<file path="src/rtl/a2d_pkg.sv">
// Shared definitions for the A2D conversion sequencer: channel numbers, FSM states, command format, slot order.
// Build option A2D_TORQUE_PRIO_EN selects the 6-slot torque-priority order instead of the 4-slot round robin.
package a2d_pkg;

    localparam logic [2:0] CH_BATT   = 3'd0;
    localparam logic [2:0] CH_CURR   = 3'd1;
    localparam logic [2:0] CH_TORQUE = 3'd4;
    localparam logic [2:0] CH_INCL   = 3'd5;

    typedef enum logic [1:0] {
        ST_IDLE,
        ST_CMD,
        ST_WAIT,
        ST_LATCH
    } state_t;

`ifdef A2D_TORQUE_PRIO_EN
    localparam int NUM_SLOTS = 6;
    localparam int SLOT_W    = 3;
`else
    localparam int NUM_SLOTS = 4;
    localparam int SLOT_W    = 2;
`endif

    function automatic logic [15:0] build_cmd(input logic [2:0] ch);
        return {2'b00, ch, 11'h000};
    endfunction

    function automatic logic [2:0] slot_ch_rr(input logic [1:0] idx);
        case (idx)
            2'd0:    return CH_BATT;
            2'd1:    return CH_CURR;
            2'd2:    return CH_TORQUE;
            default: return CH_INCL;
        endcase
    endfunction

    // Torque on every even slot so it is refreshed every second conversion.
    function automatic logic [2:0] slot_ch_prio(input logic [2:0] idx);
        case (idx)
            3'd0:    return CH_TORQUE;
            3'd1:    return CH_BATT;
            3'd2:    return CH_TORQUE;
            3'd3:    return CH_CURR;
            3'd4:    return CH_TORQUE;
            default: return CH_INCL;
        endcase
    endfunction

    function automatic logic [2:0] slot_ch(input logic [SLOT_W-1:0] idx);
`ifdef A2D_TORQUE_PRIO_EN
        return slot_ch_prio(idx);
`else
        return slot_ch_rr(idx);
`endif
    endfunction

endpackage

</file>
<file path="src/rtl/a2d_slot_seq.sv">
// Slot counter for the conversion sequence; maps the current slot to its A2D channel number.
// Slot count and order follow A2D_TORQUE_PRIO_EN through a2d_pkg.
module a2d_slot_seq
    import a2d_pkg::*;
(
    input  logic              clk,
    input  logic              rst,
    input  logic              advance,
    output logic [SLOT_W-1:0] ch_idx,
    output logic [2:0]        ch
);

    localparam logic [SLOT_W-1:0] LAST_SLOT = SLOT_W'(NUM_SLOTS - 1);

    always_ff @(posedge clk) begin
        if (rst) begin
            ch_idx <= '0;
        end else if (advance) begin
            ch_idx <= (ch_idx == LAST_SLOT) ? '0 : ch_idx + 1'b1;
        end
    end

    assign ch = slot_ch(ch_idx);

endmodule

</file>
<file path="src/rtl/a2d_round_robin_sched.sv">
// Sequences one SPI A2D read per interval and latches each 12-bit result into its channel register.
// Build option A2D_TORQUE_PRIO_EN selects the torque-priority slot order (see a2d_pkg).
module a2d_round_robin_sched
    import a2d_pkg::*;
#(
    parameter bit FAST_SIM = 1'b0,
    parameter int TMO_W    = 10
) (
    input  logic              clk,
    input  logic              rst,
    output logic              strt,
    output logic [15:0]       cmd,
    input  logic              done,
    input  logic [15:0]       rd_data,
    output logic [11:0]       batt,
    output logic [11:0]       curr,
    output logic [11:0]       torque,
    output logic [11:0]       incline,
    output logic              batt_vld,
    output logic              curr_vld,
    output logic              torque_vld,
    output logic              incline_vld,
    output logic              tmo_err,
    output logic [SLOT_W-1:0] ch_idx
);

    localparam int IVL_W = FAST_SIM ? 7 : 14;

    state_t           state;
    logic [IVL_W-1:0] ivl_cnt;
    logic [TMO_W-1:0] tmo_cnt;
    logic [2:0]       ch;
    logic             ivl_tc;
    logic             tmo_tc;
    logic             advance;
    logic             unused_rd_hi;

    assign ivl_tc       = &ivl_cnt;
    assign tmo_tc       = &tmo_cnt;
    assign unused_rd_hi = ^rd_data[15:12];

    // A done arriving on the timeout terminal count takes the LATCH path, so no slot skip here.
    assign advance = (state == ST_LATCH) || ((state == ST_WAIT) && !done && tmo_tc);

    a2d_slot_seq u_slot_seq (
        .clk     (clk),
        .rst     (rst),
        .advance (advance),
        .ch_idx  (ch_idx),
        .ch      (ch)
    );

    always_ff @(posedge clk) begin
        if (rst) begin
            state       <= ST_IDLE;
            ivl_cnt     <= '0;
            tmo_cnt     <= '0;
            strt        <= 1'b0;
            cmd         <= 16'h0000;
            batt        <= 12'h000;
            curr        <= 12'h000;
            torque      <= 12'h000;
            incline     <= 12'h000;
            batt_vld    <= 1'b0;
            curr_vld    <= 1'b0;
            torque_vld  <= 1'b0;
            incline_vld <= 1'b0;
            tmo_err     <= 1'b0;
        end else begin
            strt        <= 1'b0;
            batt_vld    <= 1'b0;
            curr_vld    <= 1'b0;
            torque_vld  <= 1'b0;
            incline_vld <= 1'b0;
            case (state)
                ST_IDLE: begin
                    if (ivl_tc) begin
                        ivl_cnt <= '0;
                        strt    <= 1'b1;
                        cmd     <= build_cmd(ch);
                        state   <= ST_CMD;
                    end else begin
                        ivl_cnt <= ivl_cnt + 1'b1;
                    end
                end
                ST_CMD: begin
                    tmo_cnt <= '0;
                    state   <= ST_WAIT;
                end
                ST_WAIT: begin
                    // Result registers load on the done edge so they are visible in the LATCH cycle.
                    if (done) begin
                        case (ch)
                            CH_BATT:   begin batt    <= rd_data[11:0]; batt_vld    <= 1'b1; end
                            CH_CURR:   begin curr    <= rd_data[11:0]; curr_vld    <= 1'b1; end
                            CH_TORQUE: begin torque  <= rd_data[11:0]; torque_vld  <= 1'b1; end
                            CH_INCL:   begin incline <= rd_data[11:0]; incline_vld <= 1'b1; end
                            default:   ;
                        endcase
                        state <= ST_LATCH;
                    end else if (tmo_tc) begin
                        tmo_err <= 1'b1;
                        state   <= ST_IDLE;
                    end else begin
                        tmo_cnt <= tmo_cnt + 1'b1;
                    end
                end
                ST_LATCH: begin
                    state <= ST_IDLE;
                end
                default: begin
                    state <= ST_IDLE;
                end
            endcase
        end
    end

endmodule
</file>
<file path="config.mk">
export PLATFORM = sky130hd
export DESIGN_NAME = a2d_round_robin_sched
export DESIGN_NICKNAME = d
export VERILOG_FILES = /design/src/rtl/a2d_pkg.sv /design/src/rtl/a2d_slot_seq.sv /design/src/rtl/a2d_round_robin_sched.sv
export SDC_FILE = /design/constraint.sdc
export NUM_CORES = 1
export LEC_CHECK = 0
export CAP_MARGIN = 20
export CORE_MARGIN = 2
export CORE_UTILIZATION = 44
export DETAILED_ROUTE_END_ITERATION = 7
export PLACE_DENSITY_LB_ADDON = 0.08
export SYNTH_ARGS = -nofsm -noshare
export SYNTH_HDL_FRONTEND = slang
export SYNTH_SLANG_ARGS = --single-unit
</file>
<file path="constraint.sdc">
create_clock -name clk -period 1.75 [get_ports clk]
set_clock_uncertainty 0.2 [all_clocks]
set_input_delay 0.175 -clock clk [delete_from_list [all_inputs] [get_ports clk]]
set_output_delay 0.175 -clock clk [all_outputs]
set_load 0.01 [all_outputs]
</file>
==> impl_metrics.py, run 1 <==
metrics = {
    "run_status": {
        "status": "finished with violations",
        "violations": "setup timing",
    },
    "routing": {
        "drc_errors": 0,
        "first_pass_iters": 4,
        "drt-initial-drc-count": 118,
        "via_count": 3257,
        "wl_um": 8920,
        "postRouteAntennaNets": 0,
        "post_drt_wl_per_cell_um": 13.7,
        "avgViaCountPerCell": 5.01,
    },
    "synthesis": {
        "synth_most_common_cell": "nand2_1",
        "synth_top_area_cell": "dfxtp_1",
        "netlist_area_mm2": 0.00353,
        "synth_area_leaders": "dfxtp_1 48%, nand2_1 12%, a21oi_1 8.4%",
        "synth_warnings": 0,
        "async_flop_share_pct": 0,
        "synth.distinct_cells": 50,
        "synth_cells": 421,
        "synth_common_cells": "110 x nand2_1, 84 x dfxtp_1, 59 x a21oi_1, 26 x nor2_1, 16 x nand3_1",
        "ys_ff_latch": 84,
        "synth.avg_cell_area_um2": 8.38,
        "synth_edf_count": 0,
        "synth_top_area_share_pct": 47.7,
        "yosysSeqAreaShare_pct": 47.7,
        "synth_flop_cell": "dfxtp_1",
    },
    "die": {
        "core.rowCount": 32,
        "start_util_pct": 45.6,
        "fp.coreArea_mm2": 0.00773,
        "fp.dieArea_mm2": 0.00875,
        "io_pins": 91,
        "die-height_um": 93.5,
        "die_w_um": 93.5,
    },
    "global_route": {
        "grt_pass1_vias": 2998,
        "gr-usage-all-layers_pct": 20.6,
        "grt_pass1_wl_um": 14200,
        "grt_max_degree": 46,
        "antenna_found_initial": 0,
        "grt_overflow": 0,
    },
    "cts": {
        "clk-insertion-delay-late_ns": 0.34,
        "cts_max_path_buffers": 2,
        "clk_pin_slew_ns": 0.09,
        "cts-root-buf": "clkbuf_8",
        "numCtsBuffers": 9,
        "clock_sinks": 84,
        "cts_tree": "built",
        "cts_max_level": 3,
    },
    "pwr": {
        "power_density_mw_per_mm2": 655,
        "leakage_uw": 0.00183,
        "ir_worst_vdd_uv": 495,
        "total_power_uw": 3310,
    },
    "sta": {
        "min_period_ns": 1.76,
        "max_freq_mhz": 568,
        "setup_viol": 1,
        "final-hold-violation-count": 0,
        "grt_setup_unrepaired": "true",
        "setup_ws_ns": -0.0115,
        "post-route-period-util_pct": 101,
        "fin_hold_ws_ns": 0.255,
        "finalMaxSlewViolations": 0,
    },
    "setup_path": {
        "required_ns": 1.84,
        "crit_path_max_fanout": 5,
        "critPathKind": "reg -> reg",
        "startpoint_type": "flop",
        "arrival_ns": 1.85,
        "critical_path.endpoint_type": "flop",
    },
    "min_path": {
        "min_path_type": "reg -> reg",
    },
    "final_layout": {
        "area_growth_pct": 43.1,
        "multi_input_area_mm2": 0.00176,
        "seq_area_mm2": 0.00169,
        "nets": 569,
        "antenna_cells": 0,
        "drive_gt1_share_pct": 19.7,
        "fillers": 682,
    },
    "run": {
        "cap_violations": 0,
    },
    "placed_design": {
        "dp_hpwl_um": 6240,
        "portBuffers": 72,
        "gp_congestion": 0.790,
    },
}
-- layer usage --
metal | GRT usage (%) | part of all wire, % | vias to the layer above
met5 | 0 | 0 | -
met4 | 6.25 | 1.1 | 0
met3 | 3.63 | 6.3 | 10
met2 | 33.0 | 47 | 85
met1 | 28.3 | 45 | 1511
li1 | - | - | 1651
-- power breakdown --
part	switching (uW)	internal, uW	total [uW]
sequential	4.46	1910	1920
combinational	92.1	61.0	153
clock	710	525	1240
total	806	2500	3310
-- sequential cells by signal, indices dropped and copies added, names as in the netlist --
signal             flops
ivl_cnt               14
curr                  12
curr_vld               1
state                  2
batt                  12
torque_vld             1
torque                12
u_slot_seq.ch_idx      2
tmo_err                1
incline               12
strt                   1
batt_vld               1
tmo_cnt               10
incline_vld            1
cmd                    2
-- critical path, stage by stage (launching register included) --
cell and delay (ns):
dfxtp_4 0.35, buf_6 0.11, nor3b_4 0.23, o31ai_4 0.14, buf_4 0.17, or4_1 0.39
a21oi_1 0.12
-- worst paths after layout --
kind,from,to,slack [ns],depth (start not counted)
setup / recovery,state[0],tmo_cnt[5],-0.01,6
hold / removal,curr[3],curr[3],0.26,2
setup reg to reg,state[0],tmo_cnt[5],-0.01,6
hold reg to reg,curr[3],curr[3],0.26,2
-- cells by family after synthesis --
kind of cell	synth area share, %
other cells	0.106
compound gates	13.7
mux	0.568
xor+xnor	2.98
buf+inv	7.17
flops	47.7
fa+ha+maj	2.48
simple gates	25.3
-- what timing repair did --
item                                    4_1_cts  5_1_grt
endpoints found under the setup margin       16       21
buffers inserted                              3        4
gates cloned                                  0        0
pin swaps                                     7        8
hold endpoints to repair                      6        0
gates resized for setup                      13       19
hold buffers                                  1        0
-- stage by stage --
stage	area, um2	util (%)	setup WS [ns]	instances	setup TNS, ns
after CTS	4920	63.6	-0.00790	646	-0.0149
final	5050	65.3	-0.0115	650	-0.0115
after detailed placement	4670	60.5	-0.237	626	-1.88
after global placement	4670	60.5	-0.217	626	-1.51
after global routing	5050	65.3	-0.0764	650	-0.537
after floorplan	3590	-	0.00183	434	0
-- final cells by class --
type	instances	share of cell area (%)
clock buffers	10	2.53
clock inverters	6	0.942
inverters	6	0.446
multi-input cells	307	34.8
repair buffers	135	25.1
well taps	102	2.53
flip-flops and latches	84	33.6
-- cells in the final DEF (no fill, tap or decap), types with 3 or more instances in the layout --
master and n:
ha_1 5, nand2_1 109, a31oi_1 3, inv_1 6, nor4_2 3, buf_12 5, and3_1 6, buf_4 53
conb_1 14, clkinvlp_4 4, buf_6 4, nand3_1 15, nand4_1 5, nor3_1 5, dfxtp_1 78, clkbuf_8 9
dfxtp_2 4, nor2_1 26, xnor2_1 10, a21oi_1 58, clkdlybuf4s50_1 71
(Power assumes the default switching activity.)
==> inputs of run 2 (changes only) <==
- CAP_MARGIN: 20 -> 25
==> results of run 2 <==
No change in the layout: final DEF, timing and power equal those of run 1.
==> inputs of run 3 (changes only) <==
- HOLD_SLACK_MARGIN: default -> 0.1
==> results of run 3 <==
No change in the layout: final DEF, timing and power equal those of run 1.
